`src/rtl/lcd_i2c_responder.sv`:
```
// ---------------------------------------------------------------------------
// lcd_i2c_responder
//   I2C slave emulating a PCF8574 LCD backpack. It ACKs writes to SLAVE_ADDR,
//   mirrors the written byte on port_q, and decodes HD44780 4-bit E strobes
//   into command/data bytes. SDA is driven open-drain through sda_out_en.
//
//   Optional feature macro: LCD_RESP_READ_EN
//     defined   : read addresses are ACKed and port_q is shifted out.
//     undefined : read addresses are NACKed, no read states exist.
//
// Ports
//   clk_1MHz    in   system clock, oversamples the bus
//   rst_n       in   asynchronous active-low reset
//   scl, sda    in   bus levels
//   sda_out_en  out  1 = pull SDA low
//   port_q      out  expander port (P0 RS, P1 RW, P2 E, P3 BL, P7..P4 D7..D4)
//   rx_data     out  decoded LCD byte
//   rx_cmd_data out  RS of decoded byte (0 command, 1 data)
//   rx_half     out  rx_data holds a lone high nibble
//   rx_valid    out  one-cycle qualifier for the rx_* outputs
//   busy        out  high between START and STOP
// ---------------------------------------------------------------------------
module lcd_i2c_responder #(
  parameter logic [6:0] SLAVE_ADDR = 7'h27,
  parameter logic [7:0] PORT_RST   = 8'hFF
) (
  input  logic       clk_1MHz,
  input  logic       rst_n,
  input  logic       scl,
  input  logic       sda,
  output logic       sda_out_en,
  output logic [7:0] port_q,
  output logic [7:0] rx_data,
  output logic       rx_cmd_data,
  output logic       rx_half,
  output logic       rx_valid,
  output logic       busy
);

`ifdef LCD_RESP_READ_EN
  typedef enum logic [2:0] {
    S_IDLE, S_ADDR, S_ADDR_ACK, S_DATA, S_DATA_ACK, S_IGNORE, S_READ, S_READ_ACK
  } state_t;
`else
  typedef enum logic [2:0] {
    S_IDLE, S_ADDR, S_ADDR_ACK, S_DATA, S_DATA_ACK, S_IGNORE
  } state_t;
`endif

  state_t     r_state;
  logic       r_scl_s1, r_scl_s2, r_scl_d;
  logic       r_sda_s1, r_sda_s2, r_sda_d;
  logic [2:0] r_bitcnt;
  logic [7:0] r_shift;
  logic       r_load;      // port_q loads r_shift on the next clock
  logic       r_dec;       // strobe decode runs on the next clock
  logic [7:0] r_prev_q;    // port_q value before the latest load
  logic       r_phase;     // 1 = high nibble captured, waiting for low nibble
  logic [3:0] r_hi;
  logic       r_rs;
`ifdef LCD_RESP_READ_EN
  logic       r_rd;
  logic [7:0] r_tx;
  logic       r_last;
  logic       r_mack;
`endif

  logic w_scl_rise, w_scl_fall, w_start, w_stop;
  assign w_scl_rise = r_scl_s2 & ~r_scl_d;
  assign w_scl_fall = ~r_scl_s2 & r_scl_d;
  // Both conditions require SCL to be high on both sides of the SDA edge
  assign w_start    = r_scl_s2 & r_scl_d & r_sda_d & ~r_sda_s2;
  assign w_stop     = r_scl_s2 & r_scl_d & ~r_sda_d & r_sda_s2;

  always_ff @(posedge clk_1MHz or negedge rst_n) begin
    if (!rst_n) begin
      // Synchronizers reset to the idle-bus level so release makes no edge
      r_scl_s1    <= 1'b1;
      r_scl_s2    <= 1'b1;
      r_scl_d     <= 1'b1;
      r_sda_s1    <= 1'b1;
      r_sda_s2    <= 1'b1;
      r_sda_d     <= 1'b1;
      r_state     <= S_IDLE;
      r_bitcnt    <= 3'd0;
      r_shift     <= 8'h00;
      r_load      <= 1'b0;
      r_dec       <= 1'b0;
      r_prev_q    <= PORT_RST;
      r_phase     <= 1'b0;
      r_hi        <= 4'h0;
      r_rs        <= 1'b0;
      sda_out_en  <= 1'b0;
      port_q      <= PORT_RST;
      rx_data     <= 8'h00;
      rx_cmd_data <= 1'b0;
      rx_half     <= 1'b0;
      rx_valid    <= 1'b0;
      busy        <= 1'b0;
`ifdef LCD_RESP_READ_EN
      r_rd        <= 1'b0;
      r_tx        <= 8'h00;
      r_last      <= 1'b0;
      r_mack      <= 1'b0;
`endif
    end else begin
      r_scl_s1 <= scl;
      r_scl_s2 <= r_scl_s1;
      r_scl_d  <= r_scl_s2;
      r_sda_s1 <= sda;
      r_sda_s2 <= r_sda_s1;
      r_sda_d  <= r_sda_s2;
      rx_valid <= 1'b0;
      r_load   <= 1'b0;
      r_dec    <= 1'b0;

      if (r_load) begin
        port_q   <= r_shift;
        r_prev_q <= port_q;
        r_dec    <= 1'b1;
      end

      // E falling edge with RW low latches a nibble from the pre-strobe port
      if (r_dec && r_prev_q[2] && !port_q[2] && !r_prev_q[1]) begin
        if (!r_phase) begin
          r_hi    <= r_prev_q[7:4];
          r_rs    <= r_prev_q[0];
          r_phase <= 1'b1;
        end else begin
          rx_data     <= {r_hi, r_prev_q[7:4]};
          rx_cmd_data <= r_rs;
          rx_half     <= 1'b0;
          rx_valid    <= 1'b1;
          r_phase     <= 1'b0;
        end
      end

      if (w_start || w_stop) begin
        // A pending lone high nibble is flushed at any bus boundary
        if (r_phase) begin
          rx_data     <= {r_hi, 4'h0};
          rx_cmd_data <= r_rs;
          rx_half     <= 1'b1;
          rx_valid    <= 1'b1;
          r_phase     <= 1'b0;
        end
        sda_out_en <= 1'b0;
        busy       <= w_start;
        r_bitcnt   <= 3'd0;
        r_state    <= w_start ? S_ADDR : S_IDLE;
`ifdef LCD_RESP_READ_EN
        r_rd       <= 1'b0;
        r_last     <= 1'b0;
        r_mack     <= 1'b0;
`endif
      end else begin
        case (r_state)
          S_ADDR: if (w_scl_rise) begin
            r_shift  <= {r_shift[6:0], r_sda_s2};
            r_bitcnt <= r_bitcnt + 3'd1;
            if (r_bitcnt == 3'd7) begin
              // r_shift[6:0] holds the address, the bit sampled now is R/W
              if (r_shift[6:0] == SLAVE_ADDR && !r_sda_s2) r_state <= S_ADDR_ACK;
`ifdef LCD_RESP_READ_EN
              else if (r_shift[6:0] == SLAVE_ADDR) begin
                r_state <= S_ADDR_ACK;
                r_rd    <= 1'b1;
              end
`endif
              else r_state <= S_IGNORE;
            end
          end
          // First SCL fall asserts the ACK, the second one releases it
          S_ADDR_ACK: if (w_scl_fall) begin
            if (!sda_out_en) sda_out_en <= 1'b1;
            else begin
              sda_out_en <= 1'b0;
              r_bitcnt   <= 3'd0;
              r_state    <= S_DATA;
`ifdef LCD_RESP_READ_EN
              if (r_rd) begin
                sda_out_en <= ~port_q[7];
                r_tx       <= {port_q[6:0], 1'b0};
                r_last     <= 1'b0;
                r_state    <= S_READ;
              end
`endif
            end
          end
          S_DATA: if (w_scl_rise) begin
            r_shift  <= {r_shift[6:0], r_sda_s2};
            r_bitcnt <= r_bitcnt + 3'd1;
            if (r_bitcnt == 3'd7) begin
              r_state <= S_DATA_ACK;
              r_load  <= 1'b1;
            end
          end
          S_DATA_ACK: if (w_scl_fall) begin
            if (!sda_out_en) sda_out_en <= 1'b1;
            else begin
              sda_out_en <= 1'b0;
              r_bitcnt   <= 3'd0;
              r_state    <= S_DATA;
            end
          end
`ifdef LCD_RESP_READ_EN
          S_READ: begin
            if (w_scl_rise) begin
              r_bitcnt <= r_bitcnt + 3'd1;
              if (r_bitcnt == 3'd7) r_last <= 1'b1;
            end
            if (w_scl_fall) begin
              if (r_last) begin
                sda_out_en <= 1'b0;
                r_last     <= 1'b0;
                r_state    <= S_READ_ACK;
              end else begin
                sda_out_en <= ~r_tx[7];
                r_tx       <= {r_tx[6:0], 1'b0};
              end
            end
          end
          S_READ_ACK: begin
            if (w_scl_rise) begin
              if (r_sda_s2) r_state <= S_IGNORE;
              else          r_mack  <= 1'b1;
            end
            if (w_scl_fall && r_mack) begin
              r_mack     <= 1'b0;
              r_bitcnt   <= 3'd0;
              sda_out_en <= ~port_q[7];
              r_tx       <= {port_q[6:0], 1'b0};
              r_state    <= S_READ;
            end
          end
`endif
          default: ;
        endcase
      end
    end
  end

endmodule

```
`config.mk`:
```
export PLATFORM = sky130hd
export DESIGN_NAME = lcd_i2c_responder
export DESIGN_NICKNAME = d
export VERILOG_FILES = /design/src/rtl/lcd_i2c_responder.sv
export SDC_FILE = /design/constraint.sdc
export NUM_CORES = 1
export LEC_CHECK = 0
export BUFFER_PORTS_ARGS = -buffer_cell sky130_fd_sc_hd__buf_2
export CORE_MARGIN = 10
export CORE_UTILIZATION = 57
export DETAILED_ROUTE_END_ITERATION = 12
export GPL_TIMING_DRIVEN = 1
export HOLD_SLACK_MARGIN = 0.06
export PLACE_DENSITY = 0.87
export SYNTH_ARGS = -nofsm -noshare
export SYNTH_HDL_FRONTEND = slang
export SYNTH_SLANG_ARGS = --single-unit
```
`constraint.sdc`:
```
create_clock -name clk_1MHz -period 2 [get_ports clk_1MHz]
set_input_delay 0.2 -clock clk_1MHz [delete_from_list [all_inputs] [get_ports clk_1MHz]]
set_output_delay 0.2 -clock clk_1MHz [all_outputs]
set_load 0.01 [all_outputs]
```
Word level (Yosys, flattened, before mapping)
Cells that the tools add are included.
{"block": "classes", "add_sub_neg": 1, "n_mul": 0, "div_mod_pow": 0, "order_cmp": 0, "eq_ne": 13, "n_shift": 0, "muxes": 44, "n_bitwise": 13, "reduce_logical": 19}
{"op": "$mux 3", "count": 12}
{"op": "$mux 8", "count": 4}
{"op": "$mux 1", "count": 26}
{"op": "$ne 3x3->1 const B", "count": 4}
{"op": "$ne 3x1->1 const B", "count": 3}
{"op": "$pmux 3 s3", "count": 1}
{"op": "$and 1x1->1", "count": 7}
{"op": "$eq 7x6->1 const B", "count": 1}
{"op": "$reduce_and 7->1", "count": 1}
{"op": "$eq 3x2->1 const B", "count": 2}
{"op": "$eq 3x3->1 const B", "count": 2}
{"op": "$not 1->1", "count": 6}
{"op": "$pmux 3 s2", "count": 1}
{"op": "$logic_and 1x1->1", "count": 4}
{"op": "$reduce_and 2->1", "count": 2}
{"op": "$reduce_and 4->1", "count": 1}
{"op": "$reduce_bool 2->1", "count": 2}
{"op": "$reduce_bool 4->1", "count": 1}
{"op": "$reduce_or 2->1", "count": 2}
{"op": "$add 3x1->3 const B", "count": 1}
{"op": "$eq 3x1->1 const B", "count": 1}
{"op": "$logic_not 1->1", "count": 3}
{"op": "$reduce_and 3->1", "count": 1}
{"op": "$reduce_bool 3->1", "count": 1}
{"op": "$logic_or 1x1->1", "count": 1}
{"block": "word_totals", "ff_bits": 57, "latchBits": 0, "ramBits": 0, "romBits": 0, "in_bits": 4, "out_inout_bits": 21, "elab_cells": 112, "mem_count": 0}

Logic depth before layout (Yosys ltp)
{"block": "depth", "word_depth": 7, "mapped_depth": 5, "mapped_depth_nobuf": 5}

Least setup slack after synthesis
No wires, ideal clock.
{"block": "synth_timing", "kind": "register to register", "startpoint": "register r_prev_q[2]", "endpoint": "register r_hi[0]", "setup_ns": 0.125, "t_arrival_ns": 1.499, "required_time_ns": 1.875, "path_slack_ns": 0.377, "stages_incl_launch_ff": 5, "n_path_buf": 1, "synth_period_minus_slack_ns": 1.623, "cell_sequence": "dfstp_2 > and4bb_2 > ha_1 > clkbuf_1 > mux2_2"}
{"block": "synth_between", "elab_chain_len": 4}
{"element": "start, declared", "line": "57", "source": "logic [7:0] r_prev_q;"}
{"element": "start signal, assigned", "line": "119", "source": "r_prev_q <= port_q;"}
{"element": "$logic_and 1x1->1 (3 in a row)", "line": "124", "source": "if (r_dec && r_prev_q[2] && !port_q[2] && !r_prev_q[1]) begin"}
{"element": "$reduce_and 2->1 (no line)"}
{"element": "end signal, assigned", "line": "126", "source": "r_hi <= r_prev_q[7:4];"}
{"element": "end, declared", "line": "59", "source": "logic [3:0] r_hi;"}
No other way between the ends.
A chain may end at the register's enable or synchronous reset.

==> reports/metrics.yaml <==
yosys:
  yosys-mux-area-fraction: 0.163
  synthFlopType: "dfrtp_1"
  syn_area_um2: 2400
  ys_top_cells_by_area: "dfrtp_1 (36%), dfstp_2 (23%), mux2_2 (15%)"
  syn_nets: 187
  synth_xor_area_frac: 0.0146
  synth_cells: 179
  synth_compound_area_frac: 0.103
  synth_edf_count: 0
  synth-async-reset-ratio: 1.00
  yosysSeqAreaShare: 0.595
  synth_top_area_share: 0.365
  synth_area_per_cell_um2: 13.4
  ys_seq_elements: 56
  synth_top_family_by_area: "multiplexers"
  yosysWarningCount: 0
  yosys.area_share.simple: 0.0756
  yosysTopAreaCell: "dfrtp_1"
  yosysUniqueCellTypes: 41
  synthAdderAreaFrac: 0.0208
power_and_ir_drop:
  power_leakage_nw: 1.29
  p_comb_frac: 0.169
  power_density_nw_per_um2: 874
  irDropWorstVdd_uv: 745
  p_seq_frac: 0.574
  sw_frac_of_total: 0.296
  p_sw_w: 0.000696
  p_clk_frac: 0.257
  internal_power_w: 0.00165
placement:
  hpwlAfterDp_mm: 3.08
  placed_cell_area_um2: 2570
  gp_congestion: 0.871
  post-place-ws_ns: 0.233
  port_buffers: 24
timing:
  hold_viol: 0
  rsz0062_at_grt: "false"
  worst_clock_skew_ns: 0.00996
  fin_ws_ns: 0.239
  worst_pin_slew_ns: 0.666
  setup_viol: 0
  drv_slew: 0
  min_period_ns: 1.76
  tns_ns: 0
  period_share: 0.880
  clock.fmax_mhz: 568
  relSlewSlack: 0.556
clock_tree:
  post_cts_resize_count: 0
  cts_buffer_depth: 2
  cts_root_buf: "clkbuf_8"
  cts_setup_buffers: 0
  numCtsBuffers: 5
  cts_tree: "yes"
  cts_htree_levels: 2
  clock_sinks: 56
  clkTransAtPathRegs_ns: 0.10
  clk_latency_ns: 0.30
floorplanning:
  initial_utilization: 0.596
  fp.coreArea_um2: 4030
  row_count: 23
  die_y_um: 84.9
  dieArea_um2: 7210
  die_w_um: 84.9
  ios: 25
worst_hold_path:
  hp-class: "flip-flop to flip-flop"
job:
  maxCapViolCount: 0
outcome:
  status: "finished clean"
grt:
  antenna_found_initial: 0
  grt_pass1_wl_mm: 7.43
  grt_use_total: 0.124
  grt_remaining_overflow: 0
  grt_pass1_vias: 1493
  grt_max_degree: 57
drt:
  antenna_left: 0
  routed_wl_mm: 4.34
  via_count: 1491
  post_drt_wl_per_cell_um: 16.7
  drt_iter0_drc: 130
  dr.pass1.iters: 4
  via_per_inst: 5.76
  drc_errors: 0
cells_and_area:
  stdcell_area_um2: 2690
  final_cell_mix: "dfrtp_1 (35), mux2_2 (33), buf_2 (24)"
  nets: 216
  final.fill_count: 313
  drive_gt1_frac: 0.469
  antenna_cells: 0
  mostFrequentLayoutCell: "dfrtp_1"
  areaGrowthSynthToFinish_pct: 11.9
setup_path:
  worstSetupPathType: "flip-flop to flip-flop"
  critical_path.startpoint_type: "flip-flop"
  cp_data_required_time_ns: 2.20
  end_kind: "flip-flop"
  arrival_ns: 1.96
  crit_fanout: 8
==> through the flow <==
stage	util	hold WS, ns	cells	total power (W)
after detailed placement	0.637	0.306	248	0.00175
final	0.667	0.360	259	0.00235
after global placement	0.637	0.305	248	0.00173
after floorplan	-	-0.0956	179	0.00164
after CTS	0.667	0.361	259	0.00237
after global routing	0.667	0.364	259	0.00247
==> cells by family (layout without fill, tap and decap cells) <==
| family | after synthesis | count (layout) |
|---|---|---|
| AOI/OAI and AO/OA | 33 | 33 |
| muxes | 35 | 35 |
| buffers and inverters | 16 | 46 |
| xor gates and xnor gates | 4 | 4 |
| adders and majority gates | 4 | 4 |
| and+or+nand+nor | 31 | 31 |
| DFF | 56 | 56 |
==> worst paths after layout <==
check                          from        end  slack, ns  depth (start not counted)
hold / removal             r_sda_s1   r_sda_s2       0.36                          0
setup reg to reg            r_sda_d  flip-flop       0.24                          4
min in group asynchronous     rst_n       busy       0.54                          3
setup / recovery            r_sda_d  flip-flop       0.24                          4
hold reg to reg            r_sda_s1   r_sda_s2       0.36                          0
max in group asynchronous     rst_n      r_dec       1.01                          3
==> power groups by stage <==
stage / Sequential [W] / Clock, W / Combinational (W)
detailed placement: 0.00137 / 0 / 0.000386
global route: 0.00137 / 0.000662 / 0.000443
finish: 0.00135 / 0.000604 / 0.000396
floorplan: 0.00130 / 0 / 0.000334
global placement: 0.00136 / 0 / 0.000376
CTS: 0.00135 / 0.000622 / 0.000401
==> synthesized netlist by cell type, types with 3 or more instances <==
master,count
buf_2,4
inv_1,8
ha_1,4
dfstp_2,21
a22o_2,3
clkbuf_1,3
a21oi_1,6
mux2_2,33
dfrtp_1,35
nor2_1,4
nand2_1,14
o21ai_0,7
==> metal layers <==
layer	share of wire	global-route usage
met5	0	0
met1	0.45	0.156
met3	0.037	0.0296
met4	0.0078	0.0359
met2	0.50	0.205
==> area by class of cell <==
cell class | count | area [um^2] | share of cell area
flip-flops and latches | 56 | 1430 | 0.531
multi-input cells | 107 | 905 | 0.337
repair buffers | 30 | 173 | 0.0643
clock buffers | 6 | 72.6 | 0.0270
well taps | 50 | 62.6 | 0.0233
inverters | 8 | 30.0 | 0.0112
clock inverters | 2 | 16.3 | 0.00605
==> repair_timing <==
| item | in CTS | in global routing |
|---|---|---|
| endpoints found under the setup margin | 0 | 0 |
| hold endpoints to repair | 37 | 0 |
| hold buffers | 3 | 0 |
==> worst max-delay path, cell delays in order, from the launching register on <==
cell     delay, ns
dfstp_2       0.60
xnor2_1       0.27
nor2_2        0.14
o21ai_4       0.27
mux2_2        0.38
(Power assumes the default switching activity.)
